## src/rtl/mar_prog_seq_if.sv

```systemverilog
// mar_prog_seq_if
//   Bundles the W-bus / front-panel inputs and the RAM-side outputs of the
//   memory address register sequencer.
//   master : drives nLm, prog, bus_in, sw_addr, auto_inc, wr_req;
//            observes addr, nrd, nwr, busy, wrapped.
//   slave  : the sequencer itself (mirror image of master).
interface mar_prog_seq_if #(
   parameter int ADDR_W = 4
);
   logic              nLm;       // active-low load MAR
   logic              prog;      // 1 = run, 0 = programming
   logic [ADDR_W-1:0] bus_in;    // W-bus address (run mode)
   logic [ADDR_W-1:0] sw_addr;   // front-panel address switches
   logic              auto_inc;  // programming: 1 = pointer, 0 = direct
   logic              wr_req;    // write request level, rising edge acts
   logic [ADDR_W-1:0] addr;      // registered RAM address
   logic              nrd;       // registered active-low RAM read
   logic              nwr;       // registered active-low RAM write strobe
   logic              busy;      // write sequence in progress
   logic              wrapped;   // pointer wrapped max -> 0 (one cycle)

   modport master (
      output nLm, prog, bus_in, sw_addr, auto_inc, wr_req,
      input  addr, nrd, nwr, busy, wrapped
   );

   modport slave (
      input  nLm, prog, bus_in, sw_addr, auto_inc, wr_req,
      output addr, nrd, nwr, busy, wrapped
   );
endinterface

```

## src/rtl/mar_prog_seq.sv

```systemverilog
// mar_prog_seq
//   Memory address register with run and programming modes. In run mode the
//   address is latched from the W bus and the RAM is read continuously. In
//   programming mode the address comes from the front-panel switches (direct)
//   or an auto-incrementing pointer, and each rising edge of wr_req launches
//   a SETUP / STROBE (WR_PULSE cycles) / HOLD write sequence on nwr.
// Ports:
//   CLK  : system clock, all state changes on the rising edge
//   CLR  : synchronous active-high reset, overrides every other input
//   bus  : mar_prog_seq_if.slave (inputs nLm, prog, bus_in, sw_addr,
//          auto_inc, wr_req; registered outputs addr, nrd, nwr, busy,
//          wrapped)
// ADDR_W must match the ADDR_W of the connected interface instance.
module mar_prog_seq #(
   parameter int ADDR_W   = 4,
   parameter int WR_PULSE = 2   // 1..15
) (
   input logic          CLK,
   input logic          CLR,
   mar_prog_seq_if.slave bus
);

   localparam int CNT_W = 4;
   localparam logic [CNT_W-1:0]  PULSE_LAST = CNT_W'(WR_PULSE - 1);
   localparam logic [ADDR_W-1:0] ADDR_MAX   = '1;

   typedef enum logic [1:0] {IDLE, SETUP, STROBE, HOLD} state_t;

   state_t            state, state_nxt;
   logic [CNT_W-1:0]  cnt, cnt_nxt;
   logic [ADDR_W-1:0] addr_q, addr_nxt;
   logic              nrd_q, nwr_q, busy_q, wrapped_q;
   logic              nwr_nxt, busy_nxt, wrapped_nxt;
   logic              wr_req_p1;
   logic              req;

   // One request per low-to-high transition of the level input.
   assign req = bus.wr_req & ~wr_req_p1;

   always_comb begin
      state_nxt   = state;
      cnt_nxt     = cnt;
      addr_nxt    = addr_q;
      wrapped_nxt = 1'b0;

      case (state)
         IDLE: begin
            if (bus.prog) begin
               // Run mode: requests are ignored, nLm loads from the W bus.
               if (!bus.nLm) addr_nxt = bus.bus_in;
            end else begin
               // Direct mode follows the switches every edge; pointer mode
               // loads only on nLm. A coincident request writes the new value.
               if (!bus.auto_inc || !bus.nLm) addr_nxt = bus.sw_addr;
               if (req) state_nxt = SETUP;
            end
         end
         SETUP: begin
            state_nxt = STROBE;
            cnt_nxt   = PULSE_LAST;
         end
         STROBE: begin
            if (cnt == '0) state_nxt = HOLD;
            else           cnt_nxt   = cnt - 1'b1;
         end
         HOLD: begin
            state_nxt = IDLE;
            // auto_inc as seen on the closing edge decides the increment.
            if (bus.auto_inc) begin
               addr_nxt    = addr_q + 1'b1;
               wrapped_nxt = (addr_q == ADDR_MAX);
            end
         end
         default: state_nxt = IDLE;
      endcase

      // Switching to run mode mid-sequence aborts without incrementing;
      // the run-mode load path stays live.
      if (bus.prog && (state != IDLE)) begin
         state_nxt   = IDLE;
         addr_nxt    = bus.nLm ? addr_q : bus.bus_in;
         wrapped_nxt = 1'b0;
      end

      // nwr is low exactly while the FSM sits in STROBE; since STROBE is
      // only reachable with prog=0, nrd (=~prog) is high at the same time.
      nwr_nxt  = (state_nxt != STROBE);
      busy_nxt = (state_nxt != IDLE);
   end

   // ---- register stage: FSM, counter, address and output strobes ----
   always_ff @(posedge CLK) begin
      if (CLR) begin
         state     <= IDLE;
         cnt       <= '0;
         wr_req_p1 <= 1'b0;
         addr_q    <= '0;
         nrd_q     <= 1'b1;
         nwr_q     <= 1'b1;
         busy_q    <= 1'b0;
         wrapped_q <= 1'b0;
      end else begin
         state     <= state_nxt;
         cnt       <= cnt_nxt;
         wr_req_p1 <= bus.wr_req;
         addr_q    <= addr_nxt;
         nrd_q     <= ~bus.prog;
         nwr_q     <= nwr_nxt;
         busy_q    <= busy_nxt;
         wrapped_q <= wrapped_nxt;
      end
   end

   assign bus.addr    = addr_q;
   assign bus.nrd     = nrd_q;
   assign bus.nwr     = nwr_q;
   assign bus.busy    = busy_q;
   assign bus.wrapped = wrapped_q;

endmodule

```

## src/flat_wrapper.sv

```systemverilog
// flat-port wrapper written by rule: the top's interface ports become plain ports
module mar_prog_seq_flat 
#(
   parameter int ADDR_W   = 4,
   parameter int WR_PULSE = 2           
)
  (CLK, CLR, bus_nLm, bus_prog, bus_bus_in, bus_sw_addr, bus_auto_inc, bus_wr_req, bus_addr, bus_nrd, bus_nwr, bus_busy, bus_wrapped);
  mar_prog_seq_if #(.ADDR_W(ADDR_W)) bus_i ();
  input logic CLK;
  input logic CLR;
  input wire logic [$bits(bus_i.nLm)-1:0] bus_nLm;
  input wire logic [$bits(bus_i.prog)-1:0] bus_prog;
  input wire logic [$bits(bus_i.bus_in)-1:0] bus_bus_in;
  input wire logic [$bits(bus_i.sw_addr)-1:0] bus_sw_addr;
  input wire logic [$bits(bus_i.auto_inc)-1:0] bus_auto_inc;
  input wire logic [$bits(bus_i.wr_req)-1:0] bus_wr_req;
  output wire logic [$bits(bus_i.addr)-1:0] bus_addr;
  output wire logic [$bits(bus_i.nrd)-1:0] bus_nrd;
  output wire logic [$bits(bus_i.nwr)-1:0] bus_nwr;
  output wire logic [$bits(bus_i.busy)-1:0] bus_busy;
  output wire logic [$bits(bus_i.wrapped)-1:0] bus_wrapped;
  assign bus_i.nLm = bus_nLm;
  assign bus_i.prog = bus_prog;
  assign bus_i.bus_in = bus_bus_in;
  assign bus_i.sw_addr = bus_sw_addr;
  assign bus_i.auto_inc = bus_auto_inc;
  assign bus_i.wr_req = bus_wr_req;
  assign bus_addr = bus_i.addr;
  assign bus_nrd = bus_i.nrd;
  assign bus_nwr = bus_i.nwr;
  assign bus_busy = bus_i.busy;
  assign bus_wrapped = bus_i.wrapped;
  mar_prog_seq #(.ADDR_W(ADDR_W), .WR_PULSE(WR_PULSE)) u_core (.CLK(CLK), .CLR(CLR), .bus(bus_i));
endmodule
```

## config.mk

```make
export PLATFORM = sky130hd
export DESIGN_NAME = mar_prog_seq_flat
export DESIGN_NICKNAME = d
export VERILOG_FILES = /design/src/rtl/mar_prog_seq_if.sv /design/src/rtl/mar_prog_seq.sv /design/src/flat_wrapper.sv
export SDC_FILE = /design/constraint.sdc
export NUM_CORES = 1
export LEC_CHECK = 0
export ABC_CLOCK_PERIOD_IN_PS = 1300
export CORE_MARGIN = 8
export CORE_UTILIZATION = 43
export CTS_CLUSTER_DIAMETER = 60
export DETAILED_ROUTE_END_ITERATION = 16
export PLACE_DENSITY_LB_ADDON = 0.3
export SYNTH_ARGS = -nofsm -noshare
export SYNTH_HDL_FRONTEND = slang
export SYNTH_SLANG_ARGS = --single-unit
```

## constraint.sdc

```tcl
create_clock -name CLK -period 1.3 [get_ports CLK]
set_input_delay 0.26 -clock CLK [delete_from_list [all_inputs] [get_ports CLK]]
set_output_delay 0.26 -clock CLK [all_outputs]
set_load 0.01 [all_outputs]
```

* Word-level counts from Yosys, hierarchy flattened
Index checks and enable logic that the tools add are counted.
** Storage, ports and cells
- Bits in registers :: 15
- Output and inout port bits :: 8
- Bits of input ports :: 14
- Word-level logic and storage cells :: 49
** Operators by class
- Muxes and demuxes :: 13
- Add/subtract/negate cells :: 2
- Reduce and logical (&&, ||, !) cells :: 13
- Bitwise operators :: 5
- Eq/ne operators :: 8
** Operators by type and width (count)
- $mux 4 :: 6
- $pmux 4 s2 :: 2
- $mux 2 :: 4
- $pmux 2 s4 :: 1
- $reduce_bool 2->1 :: 3
- $add 4x1->4 const B :: 1
- $eq 2x2->1 const B :: 2
- $eq 4x4->1 const B :: 1
- $logic_not 4->1 :: 1
- $ne 2x2->1 const B :: 2
- $ne 4x2->1 const B :: 1
- $not 1->1 :: 4
- $reduce_or 4->1 :: 1
- $sub 4x1->4 const B :: 1
- $ne 3x2->1 const B :: 1
- $reduce_and 3->1 :: 1
- $reduce_bool 3->1 :: 1
- $eq 2x1->1 const B :: 1
- $logic_not 1->1 :: 2
- $logic_not 2->1 :: 1
- $reduce_and 2->1 :: 1
- $and 1x1->1 :: 1
- $logic_and 1x1->1 :: 1
- $logic_or 1x1->1 :: 1

* Longest topological paths before layout
Gate-level depths: netlist of run 1.
- Depth in word-level cells :: 7
- Gate-level depth with buffers :: 6
- Gate-level depth less buffers :: 6

* Worst setup path before layout of run 1
Ideal clock, no wire load.
- Path type :: register to register
- Start point :: register u_core.state[0]
- End point :: register u_core.addr_q[0], in the netlist u_core.bus.addr[0]
- Clock period less this slack :: 1.452 ns
- Setup time :: 0.136 ns
- Required time :: 1.164 ns
- Buffers on the path :: 0
- Stages on the path, launching flop included :: 7
- Setup slack :: -0.152 ns
- Data arrival time :: 1.316 ns
- Path through :: dfxtp_1 -> inv_1 -> ha_1 -> nor2b_2 -> o21bai_2 -> and2_4 -> a311oi_2
** On the way
- Cells in the longest elaborated chain, start to end :: 4
- Elaborated cells between the ends (all ways) :: 10
- Those cells by class :: eq/ne: 3; mux: 2; reduce/logical: 5
** Ends and longest elaborated chain
- start, declared :: RTL line mar_prog_seq.sv:29 : state_t state, state_nxt;
- start signal, assigned :: RTL line mar_prog_seq.sv:103 : state <= state_nxt;
- $reduce_bool 2->1 :: RTL line mar_prog_seq.sv:79 : if (bus.prog && (state != IDLE)) begin
- $logic_and 1x1->1 :: RTL line mar_prog_seq.sv:79
- $ne 4x2->1 (no source line) (tied with other cells)
- $reduce_and 3->1 (no source line)
- end signal, assigned :: RTL line mar_prog_seq.sv:106 : addr_q <= addr_nxt;
- end, declared :: RTL line mar_prog_seq.sv:31 : logic [ADDR_W-1:0] addr_q, addr_nxt;
Several ways; a longest one is shown, not always the timed one.
A chain may end at the register's enable or synchronous reset.

* Worst setup path after layout of run 1
Same ends and word-level chain as after synthesis.

==> run summary, run 1 <==
TIMING
--------------------------------------------------------------------------------
Final clock period utilization by the worst path ..................         1.14
Highest clock rate ................................................    0.675 GHz
Tmin final ........................................................      1.48 ns
Worst Max-Slew Pin Slew ...........................................     0.392 ns
Unrepaired setup endpoints after global routing ...................          yes
Worst slew margin .................................................        0.737
Fin Clk Skew ......................................................   0.00806 ns
Final worst hold slack ............................................     0.269 ns
Count of endpoints failing hold in the final timing report ........            0
Worst Slack Setup Final ...........................................    -0.181 ns
Count of endpoints failing setup in the final report ..............           11
Total count of max-transition violations in the final report ......            0
Setup total negative slack ........................................     -1.16 ns

POWER
--------------------------------------------------------------------------------
Largest vdd supply drop ...........................................     0.843 mV
Static Leak .......................................................     0.678 nW
Total power divided by cell area ..................................   965 nW/um2

FLOORPLAN
--------------------------------------------------------------------------------
Die Height ........................................................      62.3 um
Area enclosed by the die boundary .................................     3880 um2
Initial Util ......................................................        0.465
Number of placement rows ..........................................           16
Core region area ..................................................     1980 um2
Width of the die ..................................................      62.3 um
I/O Pins ..........................................................           22

PLACE
--------------------------------------------------------------------------------
GPL Wtd Cong ......................................................        0.921
Port bufs .........................................................           21
Post-placement cell area ..........................................     1360 um2
Number of placed instances, taps included .........................          172
Post-DP HPWL ......................................................      2020 um

SETUP PATH
--------------------------------------------------------------------------------
CP arrival ........................................................      1.69 ns
Worst-path cell with the longest stage delay ......................       or3b_1
Type of element launching the critical path .......................     register
Minimum setup slack among reg-to-reg paths ........................     -0.18 ns
Buffer and inverter count on the worst path .......................            2
Sort of element at the end of the critical path ...................     register
Sequence of cells on the critical path ............................ buf_6 -> ha_4 -> buf_4 -> or3b_1 -> a311oi_2
CP top delay family ............................................... simple AND/OR/NAND/NOR gates
Required @ worst endpoint .........................................      1.51 ns
Largest incremental delay on the critical path ....................      0.39 ns
Maximum fanout along the worst path ...............................            6
Worst setup path category .........................................   reg -> reg

SYNTH
--------------------------------------------------------------------------------
Synth cell types ..................................................           41
Cell taking the most area after synthesis .........................      dfxtp_1
Area share of the leading cell type in the synthesized netlist ....        0.326
Syn Area/Cell .....................................................     8.94 um2
EDFF count, synth .................................................            0
Synthesis-stage register bit count ................................           15
Synthesis Warnings ................................................            0
Count of mapped cells out of synthesis ............................          103
Sequential element share of the synthesized area ..................        0.326
Most used DFF post-synth ..........................................      dfxtp_1
Post-synth net total ..............................................          124
Cell types occupying the most area after synthesis ................ dfxtp_1 33%, ha_1 9.5%, a21oi_1 3.8%, nor2b_1 3.4%, mux2i_1 3.3%
Synth Cell Area ...................................................      921 um2
Share of flip-flops with an asynchronous set or reset .............            0

JOB
--------------------------------------------------------------------------------
Number of max-capacitance violations reported .....................            0

MIN PATH
--------------------------------------------------------------------------------
Worst hold path type ..............................................    in -> reg

FINISH
--------------------------------------------------------------------------------
Final cell count without fillers ..................................          186
Fraction of final layout cells with drive strength greater than 1 .        0.522
Area growth, synth to finish ......................................        82.2%
Number of inserted filler cells in the final layout ...............          102
Nets@finish .......................................................          181
Antenna Diode Count ...............................................            0
Area of all placed cells without fillers ..........................     1680 um2

GLOBAL ROUTING
--------------------------------------------------------------------------------
Remaining Overflow, GRT ...........................................            0
First-pass GRT wire length ........................................      4890 um
Maximum number of pins on one net before global-route repair ......            9
Initial antenna violation count ...................................            0
Via count of the first global-routing pass ........................         1031
Total routing usage reported by global routing ....................        0.151

ROUTING
--------------------------------------------------------------------------------
Remaining antenna violation count after routing ...................            0
Vias ..............................................................         1053
Routed wire length ................................................      3680 um
Length of the first detailed-routing pass in iterations ...........            4
Post-route DRC violation count ....................................            0
Detailed router's first-iteration violation count .................           48
Detail-routed via count per cell ..................................         5.66
Post-DR wirelength/cell ...........................................      19.8 um

CLOCK NETWORK
--------------------------------------------------------------------------------
Clock-pin transition on the worst setup and hold timing paths .....      0.09 ns
Level count of the clock H-tree ...................................            1
Clock root buffer .................................................     clkbuf_4
CTS buffer count ..................................................            3
Maximum number of buffers from clock root to sink .................            2
Clock latency reported for the late side of the worst-skew pair ...      0.29 ns
Total clock sinks .................................................           15
Clock tree from TritonCTS .........................................        built

RUN STATUS
--------------------------------------------------------------------------------
Violated checks ................................................... setup timing
Status ............................................................ finished with violations

-- where the power goes --
part	switching (W)	internal [W]	leakage, nW
sequential	0.0000481	0.000512	0.126
clock	0.000152	0.000119	0.0150
combinational	0.000376	0.000412	0.537
total	0.000576	0.00104	0.678
-- worst reg2reg max path, cell delays in order, from the launching register on --
cell	delay, ns
dfxtp_2	0.37
buf_6	0.11
ha_4	0.17
buf_4	0.13
or3b_1	0.39
a311oi_2	0.24
-- worst paths after layout --
| path | startpoint | to | depth (start not counted) |
|---|---|---|---|
| worst max-delay path | u_core.state[0] | u_core.bus.addr[0] | 5 |
| worst min-delay path | bus_prog | u_core.bus.nrd | 2 |
| worst max register to register | u_core.state[0] | u_core.bus.addr[0] | 5 |
| worst min register to register | u_core.bus.addr[3] | u_core.bus.addr[3] | 2 |
-- logic make-up after synthesis --
kind of cell / Yosys count / share of synthesized area
flops: 15 / 0.326
mux: 4 / 0.0448
buf+inv: 11 / 0.0557
compound gates: 27 / 0.224
fa+ha+maj: 7 / 0.0951
simple gates: 37 / 0.235
xor+xnor: 2 / 0.0190
-- cell type report --
class | count | area [um2] | share of cell area
Multi-Input combinational cell | 77 | 791 | 0.471
Clock buffer | 4 | 26.3 | 0.0157
Tap cell | 27 | 33.8 | 0.0201
Timing Repair Buffer | 56 | 490 | 0.292
Sequential cell | 15 | 308 | 0.183
Inverter | 7 | 28.8 | 0.0172
-- metrics by stage --
step | power (W) | setup WS [ns] | utilization
after floorplan | 0.000868 | -0.0155 | -
after global placement | 0.00112 | -0.390 | 0.687
after detailed placement | 0.00114 | -0.473 | 0.687
after CTS | 0.00145 | -0.140 | 0.761
after global routing | 0.00171 | -0.250 | 0.847
final | 0.00162 | -0.181 | 0.847
-- cells in the final DEF, fill, tap and decap left out, drive strengths merged, types with 2 or more instances in the layout --
master,netlist,layout
clkdlybuf4s50,0,11
a311oi,2,2
a21oi,7,7
o21bai,2,2
nor3b,2,2
buf,3,35
and2,2,2
mux2i,3,3
o21ai,5,5
ha,7,7
clkbuf,1,4
inv,7,7
dfxtp,15,15
nand3,6,6
a211oi,2,2
nor2,8,8
nand2,5,5
dlygate4sd2,0,9
nor2b,6,6
or3b,2,2
-- registers in the layout (all words and copies together), names as in the netlist --
name,cells
u_core.bus.nwr,1
u_core.wr_req_p1,1
u_core.cnt,4
u_core.bus.busy,1
u_core.bus.nrd,1
u_core.bus.addr,4
u_core.bus.wrapped,1
u_core.state,2
-- synth_stat cells, types with 2 or more instances --
master	count
a311oi_2	2
dfxtp_1	15
buf_2	2
nor2_1	8
mux2i_1	3
nor2b_1	5
nand2_1	5
nand3_1	5
a21oi_1	7
ha_1	7
nor3b_1	2
inv_1	7
or3b_1	2
a211oi_1	2
o21ai_0	5
-- per-layer routing --
layer / GRT usage / vias up / routed length (um)
li1: - / 486 / -
met1: 0.168 / 497 / 1380
met2: 0.264 / 52 / 1890
met3: 0.0430 / 18 / 195
met4: 0.0570 / 0 / 213
met5: 0 / - / 0
-- repair_timing --
action | CTS | global route
pin swaps | 11 | 9
hold buffers | 0 | 0
setup buffers | 6 | 4
resized for setup | 31 | 33
setup endpoints to repair | 19 | 14
(Power assumes the default switching activity.)
==> run 2, diff against run 1 <==
--- a/config.mk
+++ b/config.mk
@@ -6,10 +6,10 @@
 export NUM_CORES = 1
 export LEC_CHECK = 0
 export ABC_CLOCK_PERIOD_IN_PS = 1300
-export CORE_MARGIN = 8
 export CORE_UTILIZATION = 43
 export CTS_CLUSTER_DIAMETER = 60
 export DETAILED_ROUTE_END_ITERATION = 16
+export GPL_TIMING_DRIVEN = 1
 export PLACE_DENSITY_LB_ADDON = 0.3
 export SYNTH_ARGS = -nofsm -noshare
 export SYNTH_HDL_FRONTEND = slang
==> run summary, run 2 (synthesis results as in run 1) <==
FINISH
--------------------------------------------------------------------------------
Most common library cell in the layout ignoring fill and taps .....        buf_4
Final core utilization ............................................        0.836   -0.0101
Nets@finish .......................................................          175   -3.3%
Final cell count without fillers ..................................          180   -3.2%
Fraction of final layout cells with drive strength greater than 1 .        0.484   -0.0384
Antenna Diode Count ...............................................            0   unchanged
Area growth, synth to finish ......................................        80.0%
Highest-count cells in the layout ignoring fill and taps .......... 24 x buf_4, 11 x clkdlybuf4s50_1, 10 x dlygate4sd2_1, 8 x dfxtp_1

SETUP PATH
--------------------------------------------------------------------------------
CP top delay family ............................................... simple AND/OR/NAND/NOR gates
Maximum fanout along the worst path ...............................            5   -1
Type of element launching the critical path .......................     register
Largest incremental delay on the critical path ....................      0.38 ns   about the same
Worst Reg-to-Reg Cells ............................................            6   +1
Endpoint of the lowest-slack register-to-register path ............ u_core.bus.addr[3]
Buffer and inverter count on the worst path .......................            1   -1
Crit path depth ...................................................            6   +1
Required @ worst endpoint .........................................      1.52 ns   about the same
Crit path from .................................................... u_core.state[1]
Capturing instance or port of the critical path ................... u_core.bus.addr[3]
Crit Reg-Reg Startpoint ........................................... u_core.state[1]
Worst setup path category .........................................   reg -> reg
Minimum setup slack among reg-to-reg paths ........................     -0.07 ns   +0.11 ns
CP arrival ........................................................      1.58 ns   -0.11 ns
Sort of element at the end of the critical path ...................     register
Worst-path cell with the longest stage delay ......................      dfxtp_4
Sequence of cells on the critical path ............................ inv_4 -> ha_4 -> and2b_2 -> nand3_4 -> and2_4 -> o32ai_4

POWER
--------------------------------------------------------------------------------
Largest vdd supply drop ...........................................     0.671 mV   -20%
Static Leak .......................................................     0.646 nW   -4.7%
Tot Pwr ...........................................................    0.00158 W   -2.3%
Total power divided by cell area ..................................   954 nW/um2   -1.1%

CLOCK NETWORK
--------------------------------------------------------------------------------
CTS buffer count ..................................................            3   unchanged
Level count of the clock H-tree ...................................            1   unchanged
Clock-pin transition on the worst setup and hold timing paths .....      0.09 ns   about the same
Clock root buffer .................................................     clkbuf_4
Clock tree from TritonCTS .........................................        built
Clock latency reported for the late side of the worst-skew pair ...      0.30 ns   about the same
Total clock sinks .................................................           15   unchanged
Maximum number of buffers from clock root to sink .................            2   unchanged

TIMING
--------------------------------------------------------------------------------
Fin Clk Skew ......................................................   0.00619 ns   -0.00187 ns
Highest clock rate ................................................    0.731 GHz   +8.2%
Worst slew margin .................................................        0.818   +0.0805
Worst Max-Slew Pin Slew ...........................................     0.266 ns   -0.126 ns
Total count of max-transition violations in the final report ......            0   unchanged
Count of endpoints failing hold in the final timing report ........            0   unchanged
Count of endpoints failing setup in the final report ..............            7   -4
Unrepaired setup endpoints after global routing ...................          yes
Tmin final ........................................................      1.37 ns   -0.113 ns
Final clock period utilization by the worst path ..................         1.05   -0.0868
Worst Slack Setup Final ...........................................   -0.0678 ns   +0.113 ns
Setup total negative slack ........................................    -0.389 ns   +0.771 ns

ROUTING
--------------------------------------------------------------------------------
Detailed router's first-iteration violation count .................            6   -88%
Detail-routed via count per cell ..................................         5.41   -4.5%
Length of the first detailed-routing pass in iterations ...........            4   unchanged
Post-route DRC violation count ....................................            0   unchanged
Remaining antenna violation count after routing ...................            0   unchanged
Vias ..............................................................          973   -7.6%
Post-DR wirelength/cell ...........................................      17.1 um   -14%
Routed wire length ................................................      3080 um   -16%

GLOBAL ROUTING
--------------------------------------------------------------------------------
First-pass GRT wire length ........................................      4530 um   -7.2%
Maximum number of pins on one net before global-route repair ......            9   unchanged
Via count of the first global-routing pass ........................          977   -5.2%
Remaining Overflow, GRT ...........................................            0   unchanged
Total routing usage reported by global routing ....................        0.292   +0.141
Initial antenna violation count ...................................            0   unchanged

FLOORPLAN
--------------------------------------------------------------------------------
Area enclosed by the die boundary .................................     2330 um2   -40%
I/O Pins ..........................................................           22   unchanged
Width of the die ..................................................      48.3 um   -22%
Initial Util ......................................................        0.465   unchanged
Core region area ..................................................     1980 um2   unchanged
Die Height ........................................................      48.3 um   -22%
Number of placement rows ..........................................           16   unchanged

RUN STATUS
--------------------------------------------------------------------------------
Violated checks ................................................... setup timing
Status ............................................................ finished with violations

PLACE
--------------------------------------------------------------------------------
Number of placed instances, taps included .........................          171   -0.58%
Post-DP HPWL ......................................................      1940 um   -4.0%
Port bufs .........................................................           21   unchanged
GPL Wtd Cong ......................................................        0.875   -5.1%

JOB
--------------------------------------------------------------------------------
Number of max-capacitance violations reported .....................            0   unchanged

MIN PATH
--------------------------------------------------------------------------------
Worst hold path type ..............................................   reg -> reg
Startpoint of the lowest-slack hold path .......................... u_core.bus.addr[2]

-- run 2: how the worst min path moves through the flow --
stage | cells past startpoint | slack (ns) | endpoint
after floorplan | 1 | 0.33 | u_core.wr_req_p1
after global placement | 2 | 0.49 | u_core.cnt[3]
after detailed placement | 2 | 0.51 | u_core.cnt[3]
after CTS | 2 | 0.51 | u_core.bus.wrapped
after global routing | 2 | 0.54 | u_core.bus.wrapped
final | 2 | 0.52 | u_core.bus.wrapped
-- run 2: power by group --
group          total (W)  internal, W  switching [W]
Combinational   0.000733     0.000390       0.000343
Clock           0.000280     0.000120       0.000160
Sequential      0.000569     0.000513      0.0000559
Total            0.00158      0.00102       0.000559
-- run 2: routing by layer --
metal / routed length, um / up-vias / track usage
met4: 96 / 0 / 0.128
met2: 1670 / 26 / 0.512
met5: 0 / - / 0
met3: 91 / 8 / 0.0630
met1: 1220 / 462 / 0.339
li1: - / 477 / -
-- run 2: tightest hold or removal path, stage by stage, from the launching register on --
cell	delay, ns
dfxtp_2	0.36
nand2_1	0.07
nor4_1	0.05
-- run 2: cell type report --
class	count	area, um2
fillers	116	324
multi-input cells	77	782
clock buffers	4	26.3
well taps	27	33.8
inverters	7	33.8
flip-flops and latches	15	314
repair buffers	50	468
-- run 2: per-stage QoR --
stage                     worst slack [ns]  hold slack (ns)  cell area, um2
after floorplan                    -0.0155            0.332             957
after CTS                          -0.0777            0.510            1580
after global routing                -0.124            0.538            1660
after detailed placement            -0.498            0.509            1370
after global placement              -0.396            0.492            1370
final                              -0.0678            0.521            1660
-- run 2: repair_timing --
item / in CTS / in global routing
setup endpoints to repair: 19 / 12
pin swaps: 12 / 7
gates cloned: 1 / 0
resized for setup: 49 / 14
hold buffers: 0 / 0
setup buffers: 3 / 1
==> run 3, diff against run 2 <==
--- a/config.mk
+++ b/config.mk
@@ -7,10 +7,12 @@
 export LEC_CHECK = 0
 export ABC_CLOCK_PERIOD_IN_PS = 1300
 export CORE_UTILIZATION = 43
+export CTS_BUF_LIST = sky130_fd_sc_hd__clkbuf_16
 export CTS_CLUSTER_DIAMETER = 60
 export DETAILED_ROUTE_END_ITERATION = 16
 export GPL_TIMING_DRIVEN = 1
 export PLACE_DENSITY_LB_ADDON = 0.3
+export SKIP_CTS_REPAIR_TIMING = 1
 export SYNTH_ARGS = -nofsm -noshare
 export SYNTH_HDL_FRONTEND = slang
 export SYNTH_SLANG_ARGS = --single-unit
==> run summary, run 3 (synthesis results as in run 1) <==
CLOCK NETWORK
--------------------------------------------------------------------------------
Clock root buffer .................................................    clkbuf_16
Clock tree from TritonCTS .........................................        built
Total clock sinks .................................................           15   unchanged
Clock latency reported for the late side of the worst-skew pair ...      0.24 ns   -0.06 ns
Maximum number of buffers from clock root to sink .................            2   unchanged
Clock-pin transition on the worst setup and hold timing paths .....      0.05 ns   -0.04 ns
Level count of the clock H-tree ...................................            1   unchanged
CTS buffer count ..................................................            3   unchanged

FLOORPLAN
--------------------------------------------------------------------------------
Core region area ..................................................     1980 um2   unchanged
Width of the die ..................................................      48.3 um   unchanged
Number of placement rows ..........................................           16   unchanged
Initial Util ......................................................        0.465   unchanged
Area enclosed by the die boundary .................................     2330 um2   unchanged
Die Height ........................................................      48.3 um   unchanged
I/O Pins ..........................................................           22   unchanged

PLACE
--------------------------------------------------------------------------------
Number of placed instances, taps included .........................          171   unchanged
Port bufs .........................................................           21   unchanged
Post-DP HPWL ......................................................      1940 um   unchanged
GPL Wtd Cong ......................................................        0.875   unchanged
Setup WS pre-CTS ..................................................    -0.498 ns   unchanged

POWER
--------------------------------------------------------------------------------
Power share of the clock group ....................................        0.319   +0.142
Net Sw Power ......................................................   0.000526 W   -5.9%
Switching fraction of total power .................................        0.290   -0.0629
Internal power consumption ........................................    0.00129 W   +26%
Static Leak .......................................................     0.732 nW   +13%
Proportion of power drawn by flip-flops and latches ...............        0.314   -0.046
Largest vdd supply drop ...........................................      1.06 mV   +58%
Power share of the combinational group ............................        0.367   -0.096
Total power divided by cell area ..................................  1110 nW/um2   +17%

SETUP PATH
--------------------------------------------------------------------------------
CP arrival ........................................................      1.56 ns   -0.02 ns
Type of element launching the critical path .......................     register
Worst setup path category .........................................   reg -> reg
Maximum fanout along the worst path ...............................            5   unchanged
Sort of element at the end of the critical path ...................     register
Required @ worst endpoint .........................................      1.45 ns   -0.07 ns

TIMING
--------------------------------------------------------------------------------
Worst Slack Setup Final ...........................................    -0.117 ns   -0.0487 ns
Highest clock rate ................................................    0.706 GHz   -3.4%
Unrepaired setup endpoints after global routing ...................          yes
Final clock period utilization by the worst path ..................         1.09   +0.0375
Tmin final ........................................................      1.42 ns   +0.0487 ns
Fin Clk Skew ......................................................   0.00262 ns   -0.00356 ns
Count of endpoints failing hold in the final timing report ........            0   unchanged
Worst Max-Slew Pin Slew ...........................................     0.286 ns   +0.0199 ns
Total count of max-transition violations in the final report ......            0   unchanged
Count of endpoints failing setup in the final report ..............            8   +1
Final worst hold slack ............................................     0.481 ns   -0.0404 ns
Worst slew margin .................................................        0.807   -0.0102

GLOBAL ROUTING
--------------------------------------------------------------------------------
Initial antenna violation count ...................................            0   unchanged
Maximum number of pins on one net before global-route repair ......           10   +1
Remaining Overflow, GRT ...........................................            0   unchanged
First-pass GRT wire length ........................................      3820 um   -16%
Via count of the first global-routing pass ........................          889   -9.0%
Total routing usage reported by global routing ....................        0.241   -0.0510

ROUTING
--------------------------------------------------------------------------------
Detailed router's first-iteration violation count .................           27   +21
Post-route DRC violation count ....................................            0   unchanged
Remaining antenna violation count after routing ...................            0   unchanged
Vias ..............................................................          971   -0.21%
Length of the first detailed-routing pass in iterations ...........            4   unchanged
Post-DR wirelength/cell ...........................................      15.8 um   -7.4%
Detail-routed via count per cell ..................................         5.49   +1.5%
Routed wire length ................................................      2800 um   -8.9%

FINISH
--------------------------------------------------------------------------------
Nets@finish .......................................................          172   -1.7%
Antenna Diode Count ...............................................            0   unchanged
Number of inserted filler cells in the final layout ...............          107   -7.8%
Fraction of final layout cells with drive strength greater than 1 .        0.440   -0.0437
Final cell count without fillers ..................................          177   -1.7%
Area growth, synth to finish ......................................        76.5%
Most common library cell in the layout ignoring fill and taps .....        buf_4
Final core utilization ............................................        0.820   -0.0164
Highest-count cells in the layout ignoring fill and taps .......... 25 x buf_4, 11 x clkdlybuf4s50_1, 10 x dlymetal6s2s_1, 9 x dfxtp_1, 7 x a21oi_1

RUN STATUS
--------------------------------------------------------------------------------
Status ............................................................ finished with violations
Violated checks ................................................... setup timing

MIN PATH
--------------------------------------------------------------------------------
Worst hold path type ..............................................    in -> reg

JOB
--------------------------------------------------------------------------------
Number of max-capacitance violations reported .....................            0   unchanged

[run 3: metal layers]
| metal | track usage | vias to the layer above | share of wire |
|---|---|---|---|
| met3 | 0.0333 | 10 | 0.036 |
| met5 | 0 | - | 0 |
| met2 | 0.411 | 34 | 0.53 |
| met4 | 0.122 | 0 | 0.022 |
| met1 | 0.295 | 460 | 0.41 |
| li1 | - | 467 | - |
[run 3: worst max-delay path, stage by stage, from the launching register on]
cell and delay (ns):
dfxtp_4 0.39, inv_4 0.06, ha_4 0.18, nor2b_4 0.16, o21bai_4 0.17, a21oi_1 0.12
a311oi_2 0.25
[run 3: per-stage QoR]
step	TNS (ns)	power, W	cell area (um2)
floorplan	-0.0551	0.000868	957
global placement	-2.47	0.00111	1370
detailed placement	-3.15	0.00113	1370
CTS	-2.36	0.00171	1450
global route	-0.823	0.00190	1630
finish	-0.474	0.00181	1630
[run 3: power by group through the flow]
stage | clock network [W] | registers, W | logic, W
finish | 0.000578 | 0.000568 | 0.000666
global route | 0.000609 | 0.000575 | 0.000712
CTS | 0.000582 | 0.000551 | 0.000578
detailed placement | 0 | 0.000559 | 0.000572
global placement | 0 | 0.000560 | 0.000553
floorplan | 0 | 0.000572 | 0.000296
[run 3: cell type report]
| class | count | area (um2) | area share |
|---|---|---|---|
| clock inverter | 1 | 3.75 | 0.00231 |
| tap | 27 | 33.8 | 0.0208 |
| clock buffer | 3 | 75.1 | 0.0462 |
| timing repair buffer | 47 | 443 | 0.273 |
| inverter | 7 | 28.8 | 0.0177 |
| multi-input combinational | 77 | 728 | 0.448 |
| sequential | 15 | 313 | 0.192 |
[run 3: final timing paths]
kind / slack (ns) / start / to / cells past startpoint
worst max register to register: -0.12 / u_core.state[0] / u_core.bus.addr[0] / 6
worst min-delay path: 0.48 / bus_prog / u_core.bus.nrd / 3
worst min register to register: 0.56 / u_core.cnt[3] / u_core.cnt[3] / 2
worst max-delay path: -0.12 / u_core.state[0] / u_core.bus.addr[0] / 6
